==> src/rtl/nasti_rw_scheduler.sv <==
// nasti_rw_scheduler
//   Core-clock scheduler between the NASTI frontend CDC FIFOs (AR, AW, W, B)
//   and the DDR command path. It pops AR/AW heads and arbitrates them with
//   read priority, bounded by a write anti-starvation counter. It issues one
//   command at a time, streams the write beats from the W FIFO, and pushes
//   the write response into the B FIFO.
//
// Ports
//   core_clk, core_arstn       clock, asynchronous active-low reset
//   ar_* / aw_*                FWFT FIFO heads (addr, id, len, rempty) and pop (rinc)
//   w_data/w_strb/w_last       W FIFO head; w_rempty in, w_rinc out
//   b_id/b_resp/b_winc         B FIFO write port; b_wfull in
//   cmd_valid/cmd_ready        command handshake; cmd_write/addr/id/len registered fields
//   wd_valid/wd_ready          write beat handshake; wd_data/strb/last beat payload
//   dbg_state                  current FSM state (IDLE=0 RD_CMD=1 WR_CMD=2 WR_DATA=3 WR_RESP=4)
//
// Handshakes: a transfer happens on a rising clock edge where valid and ready
// are both 1. The valid side holds its payload stable until then. FIFO
// read ports are first-word-fall-through: a head is valid while rempty=0,
// and rinc=1 pops it on that edge.
module nasti_rw_scheduler #(
    parameter int C_NASTI_ID_WIDTH   = 9,
    parameter int C_NASTI_ADDR_WIDTH = 32,
    parameter int C_NASTI_DATA_WIDTH = 64,
    parameter int C_STARVE_LIMIT     = 8
) (
    input  logic                            core_clk,
    input  logic                            core_arstn,
    input  logic [C_NASTI_ADDR_WIDTH-1:0]   ar_addr,
    input  logic [C_NASTI_ID_WIDTH-1:0]     ar_id,
    input  logic [7:0]                      ar_len,
    input  logic                            ar_rempty,
    output logic                            ar_rinc,
    input  logic [C_NASTI_ADDR_WIDTH-1:0]   aw_addr,
    input  logic [C_NASTI_ID_WIDTH-1:0]     aw_id,
    input  logic [7:0]                      aw_len,
    input  logic                            aw_rempty,
    output logic                            aw_rinc,
    input  logic [C_NASTI_DATA_WIDTH-1:0]   w_data,
    input  logic [C_NASTI_DATA_WIDTH/8-1:0] w_strb,
    input  logic                            w_last,
    input  logic                            w_rempty,
    output logic                            w_rinc,
    output logic [C_NASTI_ID_WIDTH-1:0]     b_id,
    output logic [1:0]                      b_resp,
    input  logic                            b_wfull,
    output logic                            b_winc,
    output logic                            cmd_valid,
    input  logic                            cmd_ready,
    output logic                            cmd_write,
    output logic [C_NASTI_ADDR_WIDTH-1:0]   cmd_addr,
    output logic [C_NASTI_ID_WIDTH-1:0]     cmd_id,
    output logic [7:0]                      cmd_len,
    output logic                            wd_valid,
    input  logic                            wd_ready,
    output logic [C_NASTI_DATA_WIDTH-1:0]   wd_data,
    output logic [C_NASTI_DATA_WIDTH/8-1:0] wd_strb,
    output logic                            wd_last,
    output logic [2:0]                      dbg_state
);

    localparam int SW = $clog2(C_STARVE_LIMIT + 1);
    localparam logic [SW-1:0] STARVE_MAX = SW'(C_STARVE_LIMIT);

    typedef enum logic [2:0] {
        IDLE    = 3'd0,
        RD_CMD  = 3'd1,
        WR_CMD  = 3'd2,
        WR_DATA = 3'd3,
        WR_RESP = 3'd4
    } state_t;

    state_t                        state_q, state_d;
    logic                          cmd_write_q, cmd_write_d;
    logic [C_NASTI_ADDR_WIDTH-1:0] cmd_addr_q, cmd_addr_d;
    logic [C_NASTI_ID_WIDTH-1:0]   cmd_id_q, cmd_id_d;
    logic [7:0]                    cmd_len_q, cmd_len_d;
    logic [SW-1:0]                 starve_cnt_q, starve_cnt_d;
    logic [7:0]                    beat_cnt_q, beat_cnt_d;
    logic [C_NASTI_ID_WIDTH-1:0]   b_id_q, b_id_d;
    logic [1:0]                    b_resp_q, b_resp_d;

    always_ff @(posedge core_clk or negedge core_arstn) begin
        if (!core_arstn) begin
            state_q      <= IDLE;
            cmd_write_q  <= 1'b0;
            cmd_addr_q   <= '0;
            cmd_id_q     <= '0;
            cmd_len_q    <= '0;
            starve_cnt_q <= '0;
            beat_cnt_q   <= '0;
            b_id_q       <= '0;
            b_resp_q     <= '0;
        end else begin
            state_q      <= state_d;
            cmd_write_q  <= cmd_write_d;
            cmd_addr_q   <= cmd_addr_d;
            cmd_id_q     <= cmd_id_d;
            cmd_len_q    <= cmd_len_d;
            starve_cnt_q <= starve_cnt_d;
            beat_cnt_q   <= beat_cnt_d;
            b_id_q       <= b_id_d;
            b_resp_q     <= b_resp_d;
        end
    end

    always_comb begin
        state_d      = state_q;
        cmd_write_d  = cmd_write_q;
        cmd_addr_d   = cmd_addr_q;
        cmd_id_d     = cmd_id_q;
        cmd_len_d    = cmd_len_q;
        starve_cnt_d = starve_cnt_q;
        beat_cnt_d   = beat_cnt_q;
        b_id_d       = b_id_q;
        b_resp_d     = b_resp_q;
        ar_rinc      = 1'b0;
        aw_rinc      = 1'b0;
        w_rinc       = 1'b0;
        b_winc       = 1'b0;
        cmd_valid    = 1'b0;
        wd_valid     = 1'b0;
        wd_data      = '0;
        wd_strb      = '0;
        wd_last      = 1'b0;

        // A pending write ages while reads hold the command path. A write
        // grant below overrides this increment with a clear.
        if (!aw_rempty && (state_q == IDLE || state_q == RD_CMD) &&
            starve_cnt_q < STARVE_MAX) begin
            starve_cnt_d = starve_cnt_q + SW'(1);
        end

        case (state_q)
            IDLE: begin
                if (!aw_rempty && (ar_rempty || starve_cnt_q >= STARVE_MAX)) begin
                    aw_rinc      = 1'b1;
                    cmd_write_d  = 1'b1;
                    cmd_addr_d   = aw_addr;
                    cmd_id_d     = aw_id;
                    cmd_len_d    = aw_len;
                    starve_cnt_d = '0;
                    state_d      = WR_CMD;
                end else if (!ar_rempty) begin
                    ar_rinc     = 1'b1;
                    cmd_write_d = 1'b0;
                    cmd_addr_d  = ar_addr;
                    cmd_id_d    = ar_id;
                    cmd_len_d   = ar_len;
                    state_d     = RD_CMD;
                end
            end
            RD_CMD: begin
                cmd_valid = 1'b1;
                if (cmd_ready) state_d = IDLE;
            end
            WR_CMD: begin
                cmd_valid = 1'b1;
                if (cmd_ready) begin
                    state_d    = WR_DATA;
                    beat_cnt_d = '0;
                    b_id_d     = cmd_id_q;
                    b_resp_d   = 2'b00;
                end
            end
            WR_DATA: begin
                wd_valid = !w_rempty;
                wd_data  = w_data;
                wd_strb  = w_strb;
                // Burst length comes from AW; w_last from the master is only
                // checked against it, so a bad w_last never changes the count.
                wd_last  = (beat_cnt_q == cmd_len_q);
                w_rinc   = wd_valid && wd_ready;
                if (w_rinc) begin
                    if (w_last != wd_last) b_resp_d = 2'b10;
                    if (wd_last) state_d = WR_RESP;
                    else beat_cnt_d = beat_cnt_q + 8'd1;
                end
            end
            WR_RESP: begin
                b_winc = !b_wfull;
                if (b_winc) state_d = IDLE;
            end
            default: state_d = IDLE;
        endcase
    end

    assign cmd_write = cmd_write_q;
    assign cmd_addr  = cmd_addr_q;
    assign cmd_id    = cmd_id_q;
    assign cmd_len   = cmd_len_q;
    assign b_id      = b_id_q;
    assign b_resp    = b_resp_q;
    assign dbg_state = state_q;

endmodule

==> config.mk <==
export PLATFORM = sky130hd
export DESIGN_NAME = nasti_rw_scheduler
export DESIGN_NICKNAME = d
export VERILOG_FILES = /design/src/rtl/nasti_rw_scheduler.sv
export SDC_FILE = /design/constraint.sdc
export NUM_CORES = 1
export LEC_CHECK = 0
export CELL_PAD_IN_SITES_DETAIL_PLACEMENT = 0
export CELL_PAD_IN_SITES_GLOBAL_PLACEMENT = 1
export CORE_MARGIN = 2
export CORE_UTILIZATION = 24
export CTS_BUF_LIST = sky130_fd_sc_hd__clkbuf_2 sky130_fd_sc_hd__clkbuf_4 sky130_fd_sc_hd__clkbuf_8
export CTS_CLUSTER_SIZE = 12
export DETAILED_ROUTE_END_ITERATION = 6
export PLACE_DENSITY_LB_ADDON = 0.05
export SYNTH_ARGS = -nofsm -noshare
export SYNTH_HDL_FRONTEND = slang
export SYNTH_SLANG_ARGS = --single-unit
==> constraint.sdc <==
create_clock -name core_clk -period 2 [get_ports core_clk]
set_input_delay 0.2 -clock core_clk [delete_from_list [all_inputs] [get_ports core_clk]]
set_output_delay 0.2 -clock core_clk [all_outputs]
set_load 0.02 [all_outputs]
# ---- Yosys cells after proc, flatten, opt, wreduce, memory -nomap -nowiden
# Index checks and enable logic that the tools add are counted.
dict set report totals {
  ff_bits 76
  out_inout_bits 143
  wordCells 84
}
dict set report op_classes {
  n_addsub 2
  magnitude_cmp 2
  eq_ne 15
  muxes 39
  n_reduce_logical 17
}
# operator count
set ops {}
lappend ops {{$mux W32} 2}
lappend ops {{$mux W64} 1}
lappend ops {{$mux W8} 6}
lappend ops {{$mux W3} 7}
lappend ops {{$mux W9} 2}
lappend ops {{$pmux W8 S2} 1}
lappend ops {{$pmux W3 S5} 1}
lappend ops {{$ne A2 B2 Y1 const B} 7}
lappend ops {{$mux W1} 12}
lappend ops {{$mux W4} 3}
lappend ops {{$add A8 B1 Y8 const B} 1}
lappend ops {{$eq A8 B8 Y1} 1}
lappend ops {{$reduce_and A4 Y1} 2}
lappend ops {{$eq A3 B2 Y1 const B} 2}
lappend ops {{$mux W2} 3}
lappend ops {{$reduce_and A6 Y1} 1}
lappend ops {{$add A4 B1 Y4 const B} 1}
lappend ops {{$ge A4 B4 Y1 const B} 1}
lappend ops {{$logic_and A1 B1 Y1} 4}
lappend ops {{$lt A4 B4 Y1 const B} 1}
lappend ops {{$pmux W2 S2} 1}
lappend ops {{$reduce_and A2 Y1} 2}
lappend ops {{$eq A3 B1 Y1 const B} 1}
lappend ops {{$eq A3 B3 Y1 const B} 1}
lappend ops {{8 further kinds} 11}

# ---- Longest topological paths before layout
dict set report logic_depth {
  word_depth 7
  depth_mapped 7
  depth_no_buf 5
}

# ---- Worst setup path after synthesis
# No wires, ideal clock.
dict set report synth_path {
  path_kind {flip-flop to output port}
  startpoint {register state_q[0], in the netlist dbg_state[0]}
  endpoint {output port b_winc}
  t_arrival_ns 1.634
  slack_ns 0.166
  stages_incl_launch_ff 4
  cell_sequence {dfrtp_1 buf_2 buf_1 nor4b_1}
}
dict set report synth_via {
  elab_chain_len 2
}
# item line_no
set synth_rtl {}
lappend synth_rtl {{from (decl)} 73} ;# state_t state_q, state_d;
lappend synth_rtl {{from (signal assigned)} 95} ;# state_q <= state_d;
lappend synth_rtl {{$eq A3 B3 Y1} 134} ;# case (state_q)
lappend synth_rtl {{$mux W1} 134}
lappend synth_rtl {{to (decl)} 47} ;# output logic b_winc,
# No other way between the ends.

# ---- Worst setup path after layout
dict set report layout_path {
  startpoint {register state_q[0], in the netlist dbg_state[0]}
  endpoint {output port aw_rinc}
}
dict set report layout_via {
  elab_chain_len 2
}
# item line_no
set layout_rtl {}
lappend layout_rtl {{$logic_not A3 Y1} 134}
lappend layout_rtl {{$mux W1} 134}
lappend layout_rtl {{to (decl)} 38} ;# output logic aw_rinc,
# No other way between the ends.

==> flow_metrics.tcl <==
set metrics [dict create \
    status "completed" \
    drt-met1-wl_um 5940 \
    slew_viol_final 0 \
    ant_nets 0 \
    place_congestion 0.787 \
    fin_total_pwr_mw 10.4 \
    drive_gt1_share_pct 16.9 \
    max_freq_mhz 526 \
    placementRows 48 \
    p_seq_share_pct 26.4 \
    leakage_nw 3.75 \
    syn2layout_area_growth_pct 84.0 \
    comb_power_share_pct 59.7 \
    finish.utilization_pct 45.3 \
    diodes 0 \
    finClkSkew_ns 0.0118 \
    clock_sinks 75 \
    async_flop_share_pct 100 \
    overflow 0 \
    core_sq_um 17400 \
    cts_buffer_depth 2 \
    synth_cell_types 47 \
    fin_cells 1013 \
    syn_inst 456 \
    vias 4569 \
    synth_common_cells "75 x dfrtp_1, 72 x and3_1, 64 x nor2_1" \
    die_y_um 137 \
    wl_met2_um 8440 \
    grt_pass1_vias 4518 \
    grt_pass1_wl_um 24300 \
    finalHoldViolations 0 \
    synth_top_area_cell "dfrtp_1" \
    clk_latency_ns 0.34 \
    p_int_mw 5.99 \
    initial_core_util_pct 24.6 \
    root_buffer "clkbuf_8" \
    path_clk_slew_ns 0.09 \
    grt_usage_pct 16.6 \
    yosysSeqAreaShare_pct 43.9 \
    ir_worst_vdd_v 0.000559 \
    avgSynthCellArea_sq_um 9.36 \
    totalWireLength_um 16300 \
    fin_crit_sh_pct 95.1 \
    synth_top_area_share_pct 43.9 \
    syn_area_sq_um 4270 \
    place_inst 996 \
    crit_fanout 8 \
    power_frac_clock_pct 13.9 \
    dp_hpwl_um 12900 \
    worst_pin_slew_ns 0.560 \
    cts-buffers-inserted 9 \
    portBuffers 320 \
    worstSetupEndpointType "output port" \
    timing.hold.ws_ns 0.370 \
    fin_tns_setup_ns 0 \
    ys_ff_latch 75 \
    startpoint_type "flip-flop" \
    switchingPower_mw 4.44 \
    synth_edf_count 0 \
    crit_arrival_ns 1.70 \
    io_pins 322 \
    fin_area_sq_um 7860 \
    wl_met3_um 1660 \
    setup_viol 0 \
    viasPerCell 4.51 \
    required_ns 1.80 \
    dp_slack_ns 0.00582 \
    place_area_sq_um 7880 \
    maxSlewHeadroom_pct 62.7 \
    syn-num-nets 638 \
    dieArea_sq_um 18900 \
    drt_iter0_markers 115 \
    synth_flop_cell "dfrtp_1" \
    die-width_um 137 \
    power_density_nw_per_um2 1330 \
    synth.most_common_cell "dfrtp_1" \
    synth_warnings 0 \
    fillers 1682 \
    highest_layer "met4" \
    swShare_pct 42.6 \
    cts_tree "built" \
    antenna_found_initial 0 \
    fin_crit_ns 1.90 \
    first_pass_iters 4 \
    hp-class "in -> async" \
    rsz0062_at_grt "no" \
    synthTopCellsByArea "dfrtp_1 44%, mux2i_1 12%, and3_1 11%" \
    nNetsFinal 965 \
    wl_per_cell_um 16.1 \
    htreeDepth 3 \
    maxCapViolations 0 \
    grt_max_degree 100 \
    critical_path_class "reg -> out" \
    fin_ws_ns 0.0979 \
    drc 0 \
]
## power groups by stage
stage	Combinational [mW]	Clock (mW)	Sequential, mW
6_report	6.23	1.45	2.76
5_1_grt	6.76	1.57	2.88
4_1_cts	6.34	1.50	2.77
3_5_place_dp	6.49	0	2.79
3_3_place_gp	6.47	0	2.75
2_1_floorplan	2.64	0	3.49
## final cells by class
class                   instances  area (sq um)  share of cell area [%]
repair buffers                357          3230                    41.1
well taps                     225           282                    3.58
clock buffers                  10           138                    1.75
inverters                       7          26.3                   0.334
clock inverters                 6           113                    1.43
flip-flops and latches         75          1880                    23.9
multi-input cells             333          2200                    27.9
## per-layer routing
metal	up-vias	track usage, %
li1	2263	-
met1	2092	18.1
met2	201	30.3
met3	13	5.89
met4	0	4.81
met5	-	0
## state kept, by name (all words and copies together), names as in the netlist
signal and flops:
b_id 9, b_resp 1, beat_cnt_q 8, cmd_addr 32, cmd_id 9, cmd_len 8, cmd_write 1, dbg_state 3
starve_cnt_q 4
## cells in the final DEF (no fill, tap or decap), drive strengths merged, types with 6 or more instances in the layout
cell type and instances:
dfrtp 75, o311ai 7, clkdlybuf4s50 240, or3 6
clkbuf 67, mux2i 51, a21oi 54, mux2 10
clkdlybuf4s15 16, nand2 15, xor2 9, nor2 65
buf 41, and3 72, inv 7
## cell families (layout without fill, tap and decap cells)
logic type / Yosys count / count (layout) / synth area share (%)
xor gates and xnor gates: 12 / 12 / 2.46
adders and majority gates: 3 / 3 / 0.879
AOI/OAI and AO/OA: 77 / 77 / 10.9
other: 1 / 1 / 0.0878
buffers and inverters: 48 / 380 / 5.22
and+or+nand+nor: 179 / 179 / 21.9
DFF: 75 / 75 / 43.9
muxes: 61 / 61 / 14.6
## worst max-delay path, cell delays in order, from the launching register on
cell and delay [ns]:
dfrtp_2 0.46, or3_4 0.42, nor2_1 0.15, clkdlybuf4s15_1 0.34
## worst paths after layout
path / from / end / slack (ns) / depth (start not counted)
setup / recovery: dbg_state[0] / aw_rinc / 0.1 / 3
hold / removal: core_arstn / cmd_addr[12] / 0.37 / 2
setup reg to reg: dbg_state[0] / beat_cnt_q[3] / 0.21 / 6
hold reg to reg: b_id[7] / b_id[7] / 0.51 / 1
max in group asynchronous: core_arstn / b_id[1] / 0.97 / 3
min in group core_clk: aw_addr[12] / cmd_addr[12] / 0.48 / 3
## timing repair
action	in CTS	in global routing
endpoints found under the setup margin	77	75
hold endpoints to repair	37	0
pin swaps	0	1
hold buffers	1	0
setup buffers	0	0
resized for setup	87	131
Note: power is estimated with default switching activity, not from simulation.
